[src/rtl/dn_arb_pkg.sv]
// Shared types and constants for the download/NVRAM port arbiter.
package dn_arb_pkg;

    // ioctl_index value of a ROM download.
    localparam logic [7:0] ROM_INDEX = 8'd0;

    // Width of the shared settle/read-latency counter (RD_LAT up to 7).
    localparam int unsigned CNT_W = 3;

    typedef enum logic [2:0] {
        StIdle,
        StDl,
        StHsPause,
        StHsSettle,
        StHsReady,
        StHsRead
    } dn_arb_state_t;

endpackage

[src/rtl/dn_port_arbiter.sv]
// Arbitrates the core's single download/NVRAM port between the HPS ioctl
// downloader and the hiscore engine. Downloads always win; hiscore accesses
// are only issued once the CPU is paused and a settle delay has elapsed.
module dn_port_arbiter
    import dn_arb_pkg::*;
#(
    parameter int unsigned ADDR_W   = 10,
    parameter int unsigned NV_INDEX = 4,
    parameter int unsigned PAUSEPAD = 2,
    parameter int unsigned RD_LAT   = 2
) (
    input  logic              clk_sys,
    input  logic              reset,
    input  logic              ioctl_download,
    input  logic [7:0]        ioctl_index,
    input  logic              ioctl_wr,
    input  logic [15:0]       ioctl_addr,
    input  logic [7:0]        ioctl_dout,
    input  logic              hs_req,
    input  logic              hs_we,
    input  logic [ADDR_W-1:0] hs_addr,
    input  logic [7:0]        hs_wdata,
    output logic              hs_ack,
    output logic              hs_rvalid,
    output logic [7:0]        hs_rdata,
    output logic              hs_abort,
    output logic              pause_req,
    input  logic              paused,
    output logic [15:0]       dn_addr,
    output logic [7:0]        dn_data,
    output logic              dn_wr,
    output logic              dn_nvram_wr,
    output logic              dn_nvram,
    input  logic [7:0]        dn_din,
    output logic              busy
);

    // Terminal counts; PAUSEPAD-1 is never used when PAUSEPAD is 0.
    localparam logic [CNT_W-1:0] SettleLast = CNT_W'(PAUSEPAD - 1);
    localparam logic [CNT_W-1:0] RdLast     = CNT_W'(RD_LAT - 1);

    dn_arb_state_t     state_q, state_d;
    logic [CNT_W-1:0]  cnt_q, cnt_d;
    logic [ADDR_W-1:0] addr_q, addr_d;
    logic [7:0]        rdata_q, rdata_d;

    logic dl_rom;
    logic dl_nv;
    logic hs_own;
    logic preempt;

    assign dl_rom  = (ioctl_index == ROM_INDEX);
    assign dl_nv   = (ioctl_index == 8'(NV_INDEX));
    assign hs_own  = state_q inside {StHsPause, StHsSettle, StHsReady, StHsRead};
    assign preempt = hs_own & ioctl_download;

    // State, counter, held read address and captured read data.
    always_ff @(posedge clk_sys or posedge reset) begin
        if (reset) begin
            state_q <= StIdle;
            cnt_q   <= '0;
            addr_q  <= '0;
            rdata_q <= '0;
        end else begin
            state_q <= state_d;
            cnt_q   <= cnt_d;
            addr_q  <= addr_d;
            rdata_q <= rdata_d;
        end
    end

    // Next-state logic and the port output mux, keyed on the current state.
    always_comb begin
        state_d     = state_q;
        cnt_d       = cnt_q;
        addr_d      = addr_q;
        rdata_d     = rdata_q;
        hs_ack      = 1'b0;
        hs_rvalid   = 1'b0;
        hs_abort    = 1'b0;
        pause_req   = 1'b0;
        dn_addr     = '0;
        dn_data     = '0;
        dn_wr       = 1'b0;
        dn_nvram_wr = 1'b0;
        dn_nvram    = 1'b0;

        unique case (state_q)
            StIdle: begin
                if (ioctl_download) begin
                    state_d = StDl;
                end else if (hs_req) begin
                    state_d = StHsPause;
                end
            end
            StDl: begin
                if (!ioctl_download) begin
                    state_d = StIdle;
                end
            end
            StHsPause: begin
                pause_req = 1'b1;
                if (!hs_req) begin
                    state_d = StIdle;
                end else if (paused) begin
                    if (PAUSEPAD == 0) begin
                        state_d = StHsReady;
                    end else begin
                        state_d = StHsSettle;
                        cnt_d   = '0;
                    end
                end
            end
            StHsSettle: begin
                pause_req = 1'b1;
                if (!hs_req) begin
                    state_d = StIdle;
                end else if (!paused) begin
                    state_d = StHsPause;
                end else if (cnt_q == SettleLast) begin
                    state_d = StHsReady;
                end else begin
                    cnt_d = cnt_q + 1'b1;
                end
            end
            StHsReady: begin
                pause_req = 1'b1;
                dn_nvram  = 1'b1;
                dn_addr   = 16'(hs_addr);
                if (!hs_req) begin
                    state_d = StIdle;
                end else begin
                    hs_ack = 1'b1;
                    if (hs_we) begin
                        dn_nvram_wr = 1'b1;
                        dn_data     = hs_wdata;
                    end else begin
                        addr_d  = hs_addr;
                        cnt_d   = '0;
                        state_d = StHsRead;
                    end
                end
            end
            StHsRead: begin
                pause_req = 1'b1;
                dn_nvram  = 1'b1;
                dn_addr   = 16'(addr_q);
                if (cnt_q == RdLast) begin
                    hs_rvalid = 1'b1;
                    rdata_d   = dn_din;
                    state_d   = StHsReady;
                end else begin
                    cnt_d = cnt_q + 1'b1;
                end
            end
            default: state_d = StIdle;
        endcase

        // A download revokes hiscore ownership on the spot; any read in flight is dropped.
        if (preempt) begin
            hs_ack    = 1'b0;
            hs_rvalid = 1'b0;
            hs_abort  = 1'b1;
            pause_req = 1'b0;
            state_d   = StDl;
            cnt_d     = cnt_q;
            addr_d    = addr_q;
            rdata_d   = rdata_q;
        end

        // Download passthrough, also during the preempting cycle so no strobe is lost.
        if (state_q == StDl || preempt) begin
            dn_addr     = ioctl_addr;
            dn_data     = ioctl_dout;
            dn_wr       = ioctl_wr & dl_rom;
            dn_nvram_wr = ioctl_wr & dl_nv;
            dn_nvram    = dl_nv;
        end

        // Bypass so read data is already valid in the hs_rvalid cycle, then held.
        hs_rdata = hs_rvalid ? dn_din : rdata_q;
        busy     = (state_q != StIdle);
    end

endmodule

[config.mk]
export PLATFORM = sky130hd
export DESIGN_NAME = dn_port_arbiter
export DESIGN_NICKNAME = d
export VERILOG_FILES = /design/src/rtl/dn_arb_pkg.sv /design/src/rtl/dn_port_arbiter.sv
export SDC_FILE = /design/constraint.sdc
export NUM_CORES = 1
export LEC_CHECK = 0
export ABC_AREA = 1
export BUFFER_PORTS_ARGS = -buffer_cell sky130_fd_sc_hd__buf_2
export CAP_MARGIN = 25
export CORE_MARGIN = 2
export CORE_UTILIZATION = 44
export DETAILED_ROUTE_END_ITERATION = 16
export HOLD_SLACK_MARGIN = 0.03
export PLACE_DENSITY = 0.83
export SYNTH_ARGS = -nofsm -noshare
export SYNTH_HDL_FRONTEND = slang
export SYNTH_SLANG_ARGS = --single-unit
[constraint.sdc]
create_clock -name clk_sys -period 1.47 [get_ports clk_sys]
set_input_delay 0.0735 -clock clk_sys [delete_from_list [all_inputs] [get_ports clk_sys]]
set_output_delay 0.0735 -clock clk_sys [all_outputs]
set_load 0.02 [all_outputs]
==> run summary, run 1 <==
status -> finished, violations left
failing checks -> negative setup slack
Layout Skew -> 0.0108 ns
Setup TNS -> -17.35 ns
Initial Util -> 44.8%
critical path launch point type -> flop
Worst Path Required -> 1.40 ns
area leader, netlist -> dfrtp_1
Period minus WS final -> 2.08 ns
share of post-route cells with drive strength above 1 -> 59.7%
Hold Crit Start -> dn_din[2]
Slew Limit Headroom -> 69.7%
Crit Path Class -> flop to output pin
ratio of final minimum period to clock period -> 141%
Pwr Density -> 1430 nW/um^2
endpoints failing hold -> 0
clk slew on worst S/H paths -> 0.10 ns
hold depth -> 3
Pwr Total -> 5.31 mW
Worst Hold Slack -> 0.0450 ns
Final Worst Setup Slack -> -0.606 ns
CTS Root Buffer Type -> clkbuf_8
Post-synth EDFFs -> 0
FP Rows -> 23
DIE AREA -> 4540 um^2
max-capacitance violation count -> 0
Worst setup EP type -> output pin
Hold Path Class -> primary input to flop
Yosys Warn Count -> 0
flop2flop setup slack -> -0.25 ns
average wire per standard cell -> 23.4 um
largest net degree at the start of global routing -> 25
Area Overhead vs Synth -> 110%
antenna-violating nets left -> 0
vias in the first global route -> 1944
max-slew violations -> 0
dpl hpwl -> 3.71 mm
final setup fails -> 63
Leak -> 1.87 nW
number of nets in the layout -> 487
reg2reg start -> state_q[1]
placed inst area -> 2520 um^2
CP arrival -> 2.00 ns
cells after synthesis -> 264
R2R Path End -> addr_q[7]
Hold Path End -> rdata_q[2]
height of the chip -> 67.4 um
drt initial violations -> 212
clock latency on the worst-skew pair -> 0.29 ns
Port-buffer cells -> 104
top_reg_cell synth -> dfrtp_1
TritonCTS buffer count -> 3
fraction of registers with async set/reset -> 100%
IO Pins -> 105
htree depth -> 1
GR Overflow Total -> 0
Sink Count -> 24
ANT cells -> 0
post-route cell area -> 3710 um^2
FF+latch count, synth -> 24
syn avg cell area -> 6.70 um^2
register area share after synthesis -> 34.0%
GRT Resource Usage Total -> 25.9%
drt total wl -> 11.0 mm
via count -> 2872
RSZ-0062 raised after global routing -> true
Peak VDD IR -> 0.910 mV
Mapped Nets -> 331
post-synthesis cell area -> 1770 um^2
CTS tree -> built
leading cell types by total area after synthesis -> dfrtp_1 34%, nand2_1 18%, nor2_1 6.4%
# DRC -> 0
first-pass GRT wire length -> 8.88 mm
Synth cell types -> 29
antenna violations before repair -> 0
post-synth top area share -> 34.0%
highest clock rate -> 482 MHz
Die Wd -> 67.4 um
Placeable Area -> 3940 um^2
FF-to-FF path depth -> 11
Clock Path Buffers -> 2
Layout Cells excl Fill -> 469
GPL Wtd Cong -> 0.961
synth cell count leaders -> 83 x nand2_1, 30 x nor2_1, 27 x inv_1
DRT Pass-1 Iters -> 7
most frequent cell after synthesis -> nand2_1
Placed Cells -> 428
measured slew at the worst slew-check pin -> 0.453 ns
CP max FO -> 6
Via density -> 6.12
Fillers -> 120
==> registers in the layout (all words and copies together) (netlist names) <==
| signal | cells |
|---|---|
| state_q | 3 |
| cnt_q | 3 |
| rdata_q | 8 |
| addr_q | 10 |
==> per-layer routing <==
metal	vias to the layer above	wire length (um)	global-route usage, %
li1	1171	-	-
met1	1308	3330	30.1
met2	294	5320	47.2
met3	99	1330	5.33
met4	0	979	8.93
met5	-	0	0
==> critical path, cell delays in order, from the launching register on <==
cell     delay [ns]
dfrtp_2        0.48
inv_4          0.09
nand2_4        0.09
nand2_4        0.06
nand2_4        0.09
nand2_8        0.09
buf_12         0.16
inv_16         0.08
nor2_4         0.05
a31oi_2        0.30
buf_4          0.21
==> cell usage in the layout, fill, tap and decap left out, drive strengths merged <==
cell,netlist,final
nor3,5,5
xnor2,1,1
a22o,8,8
nand3,17,17
nand4,4,4
o21bai,1,1
ha,2,2
dlygate4sd3,0,5
nor2,37,37
or2,1,1
clkinv,1,2
nor4,1,1
a31oi,10,10
nand2,87,88
o21ai,20,20
buf,10,152
inv,32,34
dfrtp,24,24
a21oi,2,2
a31o,1,1
clkbuf,0,4
==> timing repair <==
item,CTS,global route
pin swaps,2,15
setup endpoints to repair,52,62
hold endpoints to repair,28,0
resized for setup,63,163
hold buffers,5,0
setup buffers,11,16
cloned,3,6
==> worst max path at each step <==
stage	to	startpoint	cells after the start
floorplan	hs_rdata[4]	cnt_q[0]	5
global placement	dn_wr	state_q[1]	9
detailed placement	dn_addr[0]	state_q[2]	9
CTS	hs_rdata[3]	state_q[1]	8
global route	dn_addr[7]	state_q[1]	6
finish	dn_addr[7]	state_q[1]	10
==> power by group <==
part           internal (mW)  switching, mW
Combinational           1.69           2.26
Sequential             0.757          0.119
Clock                  0.241          0.251
Total                   2.68           2.62
==> metrics by stage <==
step	worst slack, ns	utilization (%)
2_1_floorplan	-0.0952	-
3_3_place_gp	-0.0221	63.9
3_5_place_dp	-0.0690	63.9
4_1_cts	-0.247	74.9
5_1_grt	-0.652	94.1
6_report	-0.606	94.1
==> cell families after synthesis <==
| logic type | after synthesis | synth area share, % |
|---|---|---|
| adder cells (fa/ha/maj) | 2 | 1.42 |
| AO/OA/AOI/OAI | 42 | 15.7 |
| buffers and inverters | 43 | 10.9 |
| flip-flops | 24 | 34.0 |
| XOR/XNOR | 1 | 0.495 |
| AND/OR/NAND/NOR | 152 | 37.5 |
==> area by class of cell <==
class                           count  area [um^2]  area share [%]
Multi-Input combinational cell    198         1470            39.5
Timing Repair Buffer              157         1320            35.6
Sequential cell                    24          604            16.3
Inverter                           33          156            4.21
Tap cell                           50         62.6            1.69
Clock buffer                        4         55.1            1.48
Timing Repair inverter              3         42.5            1.15
Power figures use the tool's default switching activity.
==> run 2: changes to the inputs <==
--- a/config.mk
+++ b/config.mk
@@ -13,6 +13,7 @@
 export DETAILED_ROUTE_END_ITERATION = 16
 export HOLD_SLACK_MARGIN = 0.03
 export PLACE_DENSITY = 0.83
+export REMOVE_ABC_BUFFERS = 1
 export SYNTH_ARGS = -nofsm -noshare
 export SYNTH_HDL_FRONTEND = slang
 export SYNTH_SLANG_ARGS = --single-unit
==> run 2 against run 1 <==
The run still ends with negative setup slack left. Via count fell by 20%. Fmax rose by 16%. Die area did not move. Global-route usage fell by 2.7 points. Clock skew fell by 0.0075 ns.
==> run summary, run 2 (same netlist as run 1, synthesis figures left out) <==
hold depth -> 3 (unchanged)
Placeable Area -> 3940 um^2 (unchanged)
endpoints failing hold -> 0 (unchanged)
Fillers -> 257 (was 120)
dpl hpwl -> 3.79 mm (was 3.71 mm)
max-capacitance violation count -> 0 (unchanged)
Placed Cells -> 433 (was 428)
number of flip-flops in the largest register -> 10 (unchanged)
ANT cells -> 0 (unchanged)
clk slew on worst S/H paths -> 0.08 ns (was 0.10 ns)
post-route cell area -> 3080 um^2 (was 3710 um^2)
Top reg by flops -> addr_q (unchanged)
vias in the first global route -> 2050 (was 1944)
Sink Count -> 24 (unchanged)
Die Wd -> 67.4 um (unchanged)
RSZ-0062 raised after global routing -> true (unchanged)
multi-input logic area -> 1130 um^2 (was 1470 um^2)
Register Area -> 603 um^2 (was 604 um^2)
critical path launch point type -> flop (unchanged)
CP arrival -> 1.72 ns (was 2.00 ns)
Worst Hold Slack -> 0.0538 ns (was 0.0450 ns)
largest net degree at the start of global routing -> 28 (was 25)
Layout Cells excl Fill -> 456 (was 469)
Port-buffer cells -> 104 (unchanged)
share of post-route cells with drive strength above 1 -> 49.3% (was 59.7%)
via count -> 2308 (was 2872)
GRT Resource Usage Total -> 23.2% (was 25.9%)
DIE AREA -> 4540 um^2 (unchanged)
CTS tree -> built (unchanged)
GPL Wtd Cong -> 0.841 (was 0.961)
most frequent cells in the layout -> 74 x buf_2, 73 x nand2_1, 38 x buf_4 (was 66 x buf_2, 64 x nand2_1, 47 x buf_6)
most common cell after layout, fill and taps aside -> buf_2 (unchanged)
IO Pins -> 105 (unchanged)
height of the chip -> 67.4 um (unchanged)
Crit Path Class -> flop to output pin (unchanged)
Initial Util -> 44.8% (unchanged)
Via density -> 5.06 (was 6.12)
TritonCTS buffer count -> 3 (unchanged)
max-slew violations -> 0 (unchanged)
Worst Path Required -> 1.40 ns (about the same)
Leak -> 1.71 nW (was 1.87 nW)
failing checks -> negative setup slack (unchanged)
status -> finished, violations left (unchanged)
CP max FO -> 7 (was 6)
Pwr Density -> 1230 nW/um^2 (was 1430 nW/um^2)
final setup fails -> 45 (was 63)
FP Rows -> 23 (unchanged)
number of nets in the layout -> 474 (was 487)
Hold Path Class -> primary input to flop (unchanged)
CTS Root Buffer Type -> clkbuf_8 (unchanged)
first-pass GRT wire length -> 8.14 mm (was 8.88 mm)
measured slew at the worst slew-check pin -> 0.303 ns (was 0.453 ns)
DRT Pass-1 Iters -> 4 (was 7)
# DRC -> 0 (unchanged)
Layout Skew -> 0.00330 ns (was 0.0108 ns)
Slew Limit Headroom -> 79.8% (was 69.7%)
antenna-violating nets left -> 0 (unchanged)
average wire per standard cell -> 13.3 um (was 23.4 um)
Worst setup EP type -> output pin (unchanged)
clock latency on the worst-skew pair -> 0.27 ns (was 0.29 ns)
Period minus WS final -> 1.79 ns (was 2.08 ns)
Final Worst Setup Slack -> -0.322 ns (was -0.606 ns)
Area Overhead vs Synth -> 74.0% (was 110%)
GR Overflow Total -> 0 (unchanged)
drt initial violations -> 83 (was 212)
Top Registers -> addr_q (10), rdata_q (8) (unchanged)
antenna violations before repair -> 0 (unchanged)
highest clock rate -> 558 MHz (was 482 MHz)
drt total wl -> 6.07 mm (was 11.0 mm)
FF-to-FF path depth -> 10 (was 11)
Clock Path Buffers -> 2 (unchanged)
placed inst area -> 2490 um^2 (was 2520 um^2)
htree depth -> 1 (unchanged)
ratio of final minimum period to clock period -> 122% (was 141%)
Peak VDD IR -> 0.661 mV (was 0.910 mV)
[run 2: worst max-delay path, stage by stage, from the launching register on]
cell     delay (ns)
dfrtp_1        0.43
inv_2          0.14
nand3_4        0.12
nor3_4         0.18
buf_6          0.15
buf_12         0.14
nand2_2        0.07
o21ai_2        0.08
buf_6          0.14
[run 2: final cells by class]
class	instances	share of cell area, %
multi-input combinational	197	36.9
timing repair buffer	148	35.3
sequential	24	19.6
inverter	33	4.43
tap	50	2.03
clock buffer	4	1.79
[run 2: path summary, 6_finish.rpt]
kind	end	slack [ns]	startpoint
min	addr_q[5]	0.05	hs_addr[5]
max	hs_rdata[2]	-0.32	state_q[1]
min in group asynchronous	cnt_q[2]	0.37	reset
max reg2reg	state_q[0]	-0.10	state_q[0]
max in group asynchronous	state_q[0]	0.84	reset
min reg2reg	addr_q[5]	0.48	addr_q[5]
[run 2: timing repair]
action                                  4_1_cts  5_1_grt
pin swaps                                     3       11
hold buffers                                  2        0
endpoints found under the hold margin        25        0
cloned                                        2        4
gates resized for setup                      51       72
buffers inserted                              7        5
endpoints found under the setup margin       40       55
[run 2: routing by layer]
metal  share of wire, %  GRT usage (%)  vias up
li1                   -              -     1141
met1                 36           23.4     1041
met4                1.4           6.12        0
met2                 54           47.4      117
met3                9.3           4.67        9
met5                  0              0        -
[run 2: where the power goes]
| part | total, mW | internal [mW] | switching [mW] |
|---|---|---|---|
| clock | 0.449 | 0.239 | 0.210 |
| combinational | 2.50 | 1.10 | 1.39 |
| sequential | 0.835 | 0.755 | 0.0808 |
[run 2: through the flow]
step / power, mW / setup TNS, ns / setup slack (ns) / util (%)
final: 3.78 / -8.84 / -0.322 / 78.0
after global routing: 4.05 / -12.39 / -0.391 / 78.0
after CTS: 3.54 / -6.55 / -0.256 / 71.2
after detailed placement: 2.83 / -0.0550 / -0.0519 / 63.1
after global placement: 2.81 / 0 / 0.0287 / 63.1
after floorplan: 2.05 / -5.75 / -0.252 / -
